$ cat config.mk
export PLATFORM = sky130hd
export DESIGN_NAME = ppg_line_seq
export DESIGN_NICKNAME = d
export VERILOG_FILES = /design/src/rtl/ppg_pkg.sv /design/src/rtl/ppg_seq_cfg_chk.sv /design/src/rtl/ppg_line_seq.sv
export SDC_FILE = /design/constraint.sdc
export NUM_CORES = 1
export LEC_CHECK = 0
export ABC_CLOCK_PERIOD_IN_PS = 8900
export BUFFER_PORTS_ARGS = -buffer_cell sky130_fd_sc_hd__buf_4
export CAP_MARGIN = 15
export CORE_MARGIN = 10
export CORE_UTILIZATION = 63
export DETAILED_ROUTE_END_ITERATION = 6
export GPL_TIMING_DRIVEN = 0
export PLACE_DENSITY_LB_ADDON = 0.08
export RECOVER_POWER = 25
export SYNTH_ARGS = -nofsm -noshare
export SYNTH_HDL_FRONTEND = slang
export SYNTH_SLANG_ARGS = --single-unit
$ cat constraint.sdc
create_clock -name clk_fast -period 8.9 [get_ports clk_fast]
set_input_delay 0.89 -clock clk_fast [delete_from_list [all_inputs] [get_ports clk_fast]]
set_output_delay 0.89 -clock clk_fast [all_outputs]
set_load 0.01 [all_outputs]
$ cat src/rtl/ppg_pkg.sv
// ppg_pkg: definitions shared by the line-trigger sequencer and the
// ppg_v2r-side configuration logic.
//   ppg_seq_state_t : line sequencer FSM states (IDLE, RUN)
//   PPG_MIN_T_LINE  : default smallest accepted line period in clk_fast cycles
package ppg_pkg;

   typedef enum logic {
      PPG_SEQ_IDLE = 1'b0,
      PPG_SEQ_RUN  = 1'b1
   } ppg_seq_state_t;

   localparam int PPG_MIN_T_LINE = 4;

endpackage

$ cat src/rtl/ppg_seq_cfg_chk.sv
// ppg_seq_cfg_chk: combinational check of a line-sequencer frame configuration.
// Ports:
//   v3mode    in  trig_h generation requested
//   t_line    in  line period in cycles (CW bits)
//   t_h_delay in  trig_l-to-trig_h offset in cycles (CW bits)
//   n_lines   in  lines per frame (LW bits)
//   cfg_ok    out configuration may be started
module ppg_seq_cfg_chk
   import ppg_pkg::*;
#(
   parameter int CW         = 16,
   parameter int LW         = 12,
   parameter int MIN_T_LINE = PPG_MIN_T_LINE
) (
   input  logic          v3mode,
   input  logic [CW-1:0] t_line,
   input  logic [CW-1:0] t_h_delay,
   input  logic [LW-1:0] n_lines,
   output logic          cfg_ok
);

   logic lines_ok;
   logic period_ok;
   logic delay_ok;

   assign lines_ok  = (n_lines != '0);
   assign period_ok = (t_line >= CW'(MIN_T_LINE));
   // trig_h must land strictly inside the line and never on the trig_l cycle;
   // t_h_delay < t_line is the same as t_h_delay <= t_line-1 without underflow.
   assign delay_ok  = !v3mode || ((t_h_delay != '0) && (t_h_delay < t_line));
   assign cfg_ok    = lines_ok && period_ok && delay_ok;

endmodule

$ cat src/rtl/ppg_line_seq.sv
// ppg_line_seq: line-trigger sequencer feeding ppg_v2r. On an accepted start
// it emits n_lines trig_l pulses spaced t_line cycles apart and, in V3 mode,
// one trig_h per line t_h_delay cycles after trig_l. Frame geometry is
// latched at start.
// Ports:
//   clk_fast   in  fast PPG clock
//   rstn       in  asynchronous active-low reset
//   start      in  one-cycle frame start request
//   abort      in  one-cycle frame abort request
//   v3mode     in  enable trig_h (sampled at start)
//   t_line     in  line period in cycles (sampled at start)
//   t_h_delay  in  trig_l-to-trig_h offset (sampled at start)
//   n_lines    in  lines per frame (sampled at start)
//   trig_l     out line-start pulse
//   trig_h     out high-side trigger pulse (V3 only)
//   busy       out frame running
//   line_idx   out current line, 0-based
//   frame_done out pulse on normal frame completion
//   err_cfg    out sticky: last start request was rejected
module ppg_line_seq
   import ppg_pkg::*;
#(
   parameter int CW         = 16,
   parameter int LW         = 12,
   parameter int MIN_T_LINE = PPG_MIN_T_LINE
) (
   input  logic          clk_fast,
   input  logic          rstn,
   input  logic          start,
   input  logic          abort,
   input  logic          v3mode,
   input  logic [CW-1:0] t_line,
   input  logic [CW-1:0] t_h_delay,
   input  logic [LW-1:0] n_lines,
   output logic          trig_l,
   output logic          trig_h,
   output logic          busy,
   output logic [LW-1:0] line_idx,
   output logic          frame_done,
   output logic          err_cfg
);

   ppg_seq_state_t state, state_n;
   logic [CW-1:0]  cnt, cnt_n;
   logic [LW-1:0]  line_n;
   logic           err_n;
   logic           done_n;
   logic           load;
   logic           cfg_ok;

   logic           v3_s;
   logic [CW-1:0]  t_line_s;
   logic [CW-1:0]  t_h_delay_s;
   logic [LW-1:0]  n_lines_s;

   logic           v3_n;
   logic [CW-1:0]  thd_n;
   logic           run_n;
   logic           trig_l_n;
   logic           trig_h_n;

   ppg_seq_cfg_chk #(
      .CW         (CW),
      .LW         (LW),
      .MIN_T_LINE (MIN_T_LINE)
   ) u_cfg_chk (
      .v3mode    (v3mode),
      .t_line    (t_line),
      .t_h_delay (t_h_delay),
      .n_lines   (n_lines),
      .cfg_ok    (cfg_ok)
   );

   always_comb begin
      state_n = state;
      cnt_n   = cnt;
      line_n  = line_idx;
      err_n   = err_cfg;
      done_n  = 1'b0;
      load    = 1'b0;

      case (state)
         PPG_SEQ_IDLE: begin
            if (start) begin
               if (cfg_ok) begin
                  load    = 1'b1;
                  err_n   = 1'b0;
                  state_n = PPG_SEQ_RUN;
                  cnt_n   = '0;
                  line_n  = '0;
               end else begin
                  err_n = 1'b1;
               end
            end
         end
         PPG_SEQ_RUN: begin
            // abort outranks everything, including a start in the same cycle
            if (abort) begin
               state_n = PPG_SEQ_IDLE;
               cnt_n   = '0;
               line_n  = '0;
            end else if (cnt == t_line_s - CW'(1)) begin
               cnt_n = '0;
               if (line_idx == n_lines_s - LW'(1)) begin
                  state_n = PPG_SEQ_IDLE;
                  line_n  = '0;
                  done_n  = 1'b1;
               end else begin
                  line_n = line_idx + LW'(1);
               end
            end else begin
               cnt_n = cnt + CW'(1);
            end
         end
         default: begin
            state_n = PPG_SEQ_IDLE;
         end
      endcase

      // Pulses are decoded from next-cycle values so every output is a flop;
      // on the start cycle the shadow registers are not loaded yet, so use
      // the inputs directly.
      v3_n     = load ? v3mode : v3_s;
      thd_n    = load ? t_h_delay : t_h_delay_s;
      run_n    = (state_n == PPG_SEQ_RUN);
      trig_l_n = run_n && (cnt_n == '0);
      trig_h_n = run_n && v3_n && (cnt_n == thd_n);
   end

   always_ff @(posedge clk_fast or negedge rstn) begin
      if (!rstn) begin
         state      <= PPG_SEQ_IDLE;
         cnt        <= '0;
         line_idx   <= '0;
         trig_l     <= 1'b0;
         trig_h     <= 1'b0;
         busy       <= 1'b0;
         frame_done <= 1'b0;
         err_cfg    <= 1'b0;
      end else begin
         state      <= state_n;
         cnt        <= cnt_n;
         line_idx   <= line_n;
         trig_l     <= trig_l_n;
         trig_h     <= trig_h_n;
         busy       <= run_n;
         frame_done <= done_n;
         err_cfg    <= err_n;
      end
   end

   // Frame geometry shadows: only read while in RUN, so they need no reset.
   always_ff @(posedge clk_fast) begin
      if (load) begin
         v3_s        <= v3mode;
         t_line_s    <= t_line;
         t_h_delay_s <= t_h_delay;
         n_lines_s   <= n_lines;
      end
   end

endmodule

Yosys cells after proc, flatten, opt, wreduce, memory -nomap -nowiden
Index checks and enable logic that the tools add are counted.

operators by class
  add/sub/neg operators = 4
  order comparisons = 2
  eq/ne operators = 6
  mux-type cells = 25
  bitwise gates (word level) = 1
  reductions and logical operators = 13

operator list
  cell                     number
  $mux W16                 5
  $mux W12                 5
  $eq A16 B16 Y1           2
  $pmux W16 S2             1
  $pmux W12 S2             1
  $add A16 B1 Y16 const B  1
  $ge A16 B3 Y1 const B    1
  $logic_not A16 Y1        1
  $lt A16 B16 Y1           1
  $reduce_bool A16 Y1      1
  $sub A16 B1 Y16 const B  1
  $add A12 B1 Y12 const B  1
  $eq A12 B12 Y1           1
  $mux W1                  12
  $reduce_bool A12 Y1      1
  $sub A12 B1 Y12 const B  1
  $logic_and A1 B1 Y1      6
  $ne A2 B2 Y1 const B     2
  $ne A3 B2 Y1 const B     1
  $reduce_and A3 Y1        1
  $pmux W1 S2              1
  $reduce_and A2 Y1        1
  $logic_not A1 Y1         1
  $logic_or A1 B1 Y1       1
  $not A1 Y1               1

storage, ports and cells
  flip-flop bits (word level) = 78
  input bits = 49
  output and inout bits = 17
  logic and storage cells = 62

Logic depth before layout (Yosys ltp)
  word-level depth = 10
  gate-level depth with buffers = 14

Modules after synthesis
Synthesis repeated with hierarchy kept, for this count alone.

unflattened totals
  cell total of the unflattened synthesis = 642
  area, all modules = 5475.3 um^2

by module, submodules not included
  module           times used  cells each  area an instance (um^2)  sequential area each (um^2)
  ppg_line_seq     1           573         5007.3                   2006.9
  ppg_seq_cfg_chk  1           69          467.9                    0.0

Least setup slack after synthesis
Ideal clock, no wire load.

  path type = input -> register
  start = input t_line[15]
  end = register trig_h
  library setup time = 0.096 ns
  arrival time = 3.628 ns
  setup slack = 5.176 ns
  stages on the path = 13
  path buffers = 2
  path through = inv_1 > ha_1 > nand4_1 > or2_2 > nor4_1 > o41ai_1 > nand3_1 > buf_1 > clkbuf_1 > mux2_2 > xnor2_1 > nand3_1 > nor4_2

between the ends
  longest elaborated chain between the ends = 10
  elaborated cells on any way between the ends = 18
  classes of those cells = order compare: 2; eq/ne: 1; mux: 9; reduce/logical: 6

ends and longest elaborated chain
  item                    RTL line               source
  start: declaration      ppg_line_seq.sv:32     input logic [CW-1:0] t_line,
  $lt A16 B16 Y1          ppg_seq_cfg_chk.sv:30  assign delay_ok = !v3mode || ((t_h_delay != '0) && (t_h_delay < t_line));
  $logic_and A1 B1 Y1     ppg_seq_cfg_chk.sv:30
  $logic_or A1 B1 Y1      ppg_seq_cfg_chk.sv:30
  $logic_and A1 B1 Y1 *   ppg_seq_cfg_chk.sv:31  assign cfg_ok = lines_ok && period_ok && delay_ok;
  $mux W1 *               ppg_line_seq.sv:85     if (cfg_ok) begin
  $mux W1 *               ppg_line_seq.sv:84     if (start) begin
  $mux W1 *               ppg_line_seq.sv:82     case (state)
  $mux W16 *              n/a
  named net thd_n[7]      ppg_line_seq.sv:57     logic [CW-1:0] thd_n;
  $eq A16 B16 Y1 *        ppg_line_seq.sv:127    trig_h_n = run_n && v3_n && (cnt_n == thd_n);
  $logic_and A1 B1 Y1 *   ppg_line_seq.sv:127
  named net trig_h_n      ppg_line_seq.sv:60     logic trig_h_n;
  end signal: assignment  ppg_line_seq.sv:145    trig_h <= trig_h_n;
  end: declaration        ppg_line_seq.sv:36     output logic trig_h,

The timed path passes the listed nets; every way through them passes the cells marked *.
A chain may end at the register's enable or synchronous reset.

Worst setup path after layout
  start = input t_line[1]
  end = register t_line_s[15] (enable)

between the ends
  longest elaborated chain between the ends = 7
  elaborated cells on any way between the ends = 9
  classes of those cells = order compare: 2; mux: 3; reduce/logical: 4

ends and longest elaborated chain
  item                    RTL line               source
  $lt A16 B16 Y1          ppg_seq_cfg_chk.sv:30
  $logic_and A1 B1 Y1     ppg_seq_cfg_chk.sv:30
  $logic_or A1 B1 Y1      ppg_seq_cfg_chk.sv:30
  $logic_and A1 B1 Y1 *   ppg_seq_cfg_chk.sv:31
  $mux W1 *               ppg_line_seq.sv:85
  $mux W1 *               ppg_line_seq.sv:84
  $mux W1 *               ppg_line_seq.sv:82
  named net load          ppg_line_seq.sv:48     logic load;
  end signal: assignment  ppg_line_seq.sv:156    t_line_s <= t_line;
  end: declaration        ppg_line_seq.sv:52     logic [CW-1:0] t_line_s;

Marked as above.

==> impl_summary.log <==
INFO  metric fillerInstances = between 500 and 600
INFO  metric io_buffer_count = 65
INFO  metric final-setup-viol-count = 0
INFO  metric timing.critical_path.from = t_line[1]
INFO  metric power_density_cells = 179 mW/mm^2
INFO  metric place.gp.congestion = approximately 0.91
INFO  metric pwr-share-clk = 0.283
INFO  metric post_synth_edffs = 28
INFO  metric clock_tree_from_tritoncts = built
INFO  metric grt_pass1_vias = 4,353
INFO  metric worstPathMaxFanout = 29
INFO  metric irDropWorstVdd = roughly 0.14 mV
INFO  metric slew_margin_rel = -0.165
INFO  metric area_contributors_post_synth = sky130_fd_sc_hd__edfxtp_1 18%, sky130_fd_sc_hd__dfrtp_1 17%, sky130_fd_sc_hd__dfxtp_1 7.2%
INFO  metric pre_cts_ws = 4.21 ns
INFO  metric yosysTopAreaCell = sky130_fd_sc_hd__edfxtp_1
INFO  metric synthDistinctLibCells = between 60 and 70
INFO  metric place_area = about 0.0054 sq mm
INFO  metric synth-simple-area-share = 0.215
INFO  metric cellLeakagePower = 2.32 nW
INFO  metric ant_nets = 0
INFO  metric cellInternalPower = 0.000699 W
INFO  metric seq_area_frac_synth = 0.422
INFO  metric drt-wirelength-per-cell = 18.8 microns
INFO  metric clk-insertion-delay-late = 0.36 ns
INFO  metric max_freq = 229 MHz
INFO  metric p_sw_frac = 0.301
INFO  metric post_cts_resize_count = 0
INFO  metric layout_setup_ws = 4.53 ns
INFO  metric die_area = 0.0114 sq mm
INFO  metric yosys-mux-area-fraction = 0.0565
INFO  metric hold_viol_final = 0
INFO  metric crit_required = approximately 8.9 ns
INFO  metric core_area = about 0.0073 sq mm
INFO  metric tritoncts_num_sinks = 78
INFO  metric grt_start_max_net_pins = 34
INFO  metric final_total_negative_setup_slack = 0 ns
INFO  metric finalClockSkew = 0.0160 ns
INFO  metric outcome = finished with violations
INFO  metric synth_nets = 548
INFO  metric worstMarginPinSlew = 1.75 ns
INFO  metric timing.setup.critical_path_class = in2reg
INFO  metric grt_pass1_wl = 20,300 microns
INFO  metric max_cap_viol_count = 1
INFO  metric number_of_antenna_violations_at_the_first_check_in_global_routing = 0
INFO  metric minimum_period_implied_by_the_final_worst_setup_slack = ~4.4 ns
INFO  metric grt_overflow_total = 0
INFO  metric synthCells = 480
INFO  metric postCtsSetupRepairBufs = 0
INFO  metric violations = max-capacitance violations, max-slew violations
INFO  metric drc_errors = 0
INFO  metric total_cts_buffers = 9
INFO  metric asyncSetResetFlopFracSynth = 0.423
INFO  metric overall_routing_resource_usage = 0.222
INFO  metric finalNonFillerCells = 660
INFO  metric p_seq_frac = 0.463
INFO  metric synthesis.area_per_instance = 9.92 sq um
INFO  metric critPathArrivalTime = 4.34 ns
INFO  metric vias_after_detailed_routing = approximately 4,000
INFO  metric finalCritPeriodShare = 0.491
INFO  metric worst_setup_ep_type = flip-flop
INFO  metric synth_seq_cells = 78
INFO  metric yosys.area_share.xor_xnor = 0.0846
INFO  metric antenna-diode-count = 0
INFO  metric drtIter0Drc = ~190
INFO  metric hold_path_class = reg2reg
INFO  metric synth-compound-area-share = 0.133
INFO  metric die_width = 107 microns
INFO  metric dpl.hpwl = 9900 microns
INFO  metric dominant_combinational_cell_family_by_area_after_synthesis = simple AND/OR/NAND/NOR gates
INFO  metric number_of_iterations_in_the_first_detailed_routing_pass = 5
INFO  metric finalNetCount = around 620
INFO  metric cts_max_level = 3
INFO  metric finalWirelength = approximately 12,000 microns
INFO  metric worstSetupStartpointType = input pin
INFO  metric layout-area-overhead-vs-synth = 17.1%
INFO  metric total_switching_power = ~0.00030 W
INFO  metric placementRows = 31
INFO  metric drive_gt1_frac = 0.217
INFO  metric mappedNetlistArea = 0.00476 sq mm
INFO  metric synth_adder_area_share = 0.0499
INFO  metric initial_utilization = 0.653
INFO  metric r2r-start = t_line_s[2]
INFO  metric clkTransAtPathRegs = 0.07 ns
INFO  metric rsz0062_at_grt = no
INFO  metric synth_ff_type = sky130_fd_sc_hd__dfrtp_1
INFO  metric root_buffer = sky130_fd_sc_hd__clkbuf_8
INFO  metric p_comb_frac = 0.254
INFO  metric slew_viol_final = 34
INFO  metric hold_buffers = 0
INFO  metric via_per_inst = 6.18
INFO  metric die_h = ~110 microns
INFO  metric top_area_cell_type_share_of_the_netlist_area = 0.177
INFO  metric clockBufferDepth = 2
INFO  metric design.portCount = 66
INFO  metric start_point_of_the_worst_hold_path = v3_s
INFO  metric place_inst = 644
INFO  metric yosys_warnings = 0
INFO  metric design_area = 0.00558 sq mm
worst paths after layout:
path                       cells after the start  slack, ns            to
min in group asynchronous                      1       0.98  line_idx[11]
hold reg to reg                                1       0.48          v3_s
hold / removal                                 1       0.48          v3_s
setup / recovery                              10       4.53  t_line_s[15]
setup reg to reg                              11       5.14        trig_h
max in group asynchronous                      1       6.90        cnt[0]
worst max-delay path, stage by stage:
cell and delay [ns]:
sky130_fd_sc_hd__buf_4 0.09, sky130_fd_sc_hd__inv_1 0.04, sky130_fd_sc_hd__ha_1 0.27, sky130_fd_sc_hd__a2111oi_0 0.36, sky130_fd_sc_hd__nor4_1 0.13, sky130_fd_sc_hd__o41ai_1 0.67
sky130_fd_sc_hd__nand3_1 0.30, sky130_fd_sc_hd__buf_1 0.33, sky130_fd_sc_hd__clkbuf_1 0.37, sky130_fd_sc_hd__inv_1 0.86
layer usage:
metal	routed length, microns	GRT usage	share of wire	up-vias
met5	0	0	0	-
met2	6120	0.386	0.49	173
met1	5020	0.246	0.40	1910
met3	652	0.0389	0.052	50
li1	-	-	-	1948
met4	642	0.138	0.052	0
area by class of cell:
type / instances / area (sq um) / share of cell area
well taps: 99 / 124 / 0.0222
repair buffers: 65 / 477 / 0.0855
clock buffers: 11 / 153 / 0.0274
clock inverters: 5 / 62.6 / 0.0112
plain buffers: 17 / 80.1 / 0.0144
flip-flops and latches: 78 / 2010 / 0.360
inverters: 29 / 109 / 0.0195
multi-input cells: 356 / 2560 / 0.460
cells by family after synthesis:
family | after synthesis
fa+ha+maj | 19
mux | 24
simple gates | 180
buf+inv | 46
flops | 78
xor+xnor | 46
compound gates | 87
cell usage after synthesis, types with 12 or more instances:
master,n
sky130_fd_sc_hd__clkbuf_1,12
sky130_fd_sc_hd__nand2_1,25
sky130_fd_sc_hd__xor2_1,20
sky130_fd_sc_hd__o21ai_0,22
sky130_fd_sc_hd__xnor2_1,26
sky130_fd_sc_hd__inv_1,29
sky130_fd_sc_hd__nand3_1,30
sky130_fd_sc_hd__edfxtp_1,28
sky130_fd_sc_hd__dfxtp_1,17
sky130_fd_sc_hd__nand4_1,12
sky130_fd_sc_hd__dfrtp_1,33
sky130_fd_sc_hd__nor4_1,17
sky130_fd_sc_hd__ha_1,19
sky130_fd_sc_hd__nor2_1,28
sky130_fd_sc_hd__mux2_2,20
sky130_fd_sc_hd__a21oi_1,12
metrics by stage:
step | total power [W] | hold WS (ns) | util
after floorplan | 0.000634 | 0.445 | -
after global placement | 0.000707 | 0.454 | 0.737
after detailed placement | 0.000724 | 0.462 | 0.737
after CTS | 0.00100 | 0.466 | 0.766
after global routing | 0.00105 | 0.503 | 0.765
final | 0.00100 | 0.481 | 0.765
flip-flops by register name (all words and copies together) (netlist names):
name,flops
cnt,16
err_cfg,1
frame_done,1
line_idx,12
n_lines_s,12
state,1
t_h_delay_s,16
t_line_s,16
trig_h,1
trig_l,1
v3_s,1
power by group through the flow:
stage                     Sequential, W  Clock, W  Combinational (W)
after global placement         0.000467         0           0.000241
after detailed placement       0.000470         0           0.000254
after CTS                      0.000463  0.000285           0.000256
final                          0.000463  0.000283           0.000254
after floorplan                0.000462         0           0.000172
after global routing           0.000468  0.000301           0.000283
placed cells by master (no fill, tap or decap), drive strengths merged, types with 3 or more instances in the layout:
master   n
buf     63
dfrtp   33
inv     31
nand3   30
clkbuf  30
nor2    28
edfxtp  28
xnor2   26
nand2   25
o21ai   22
xor2    20
mux2    20
ha      19
nor4    19
dfxtp   17
a21oi   13
nand4   13
nor3     9
and3     9
nand3b   8
nor2b    8
nand2b   8
a21o     7
o311ai   7
o31ai    5
or2      5
or3      4
o41ai    4
a31oi    4
mux2i    4
or4      3
a22oi    3
a211oi   3
No activity file was read; power rests on OpenSTA's default activity.
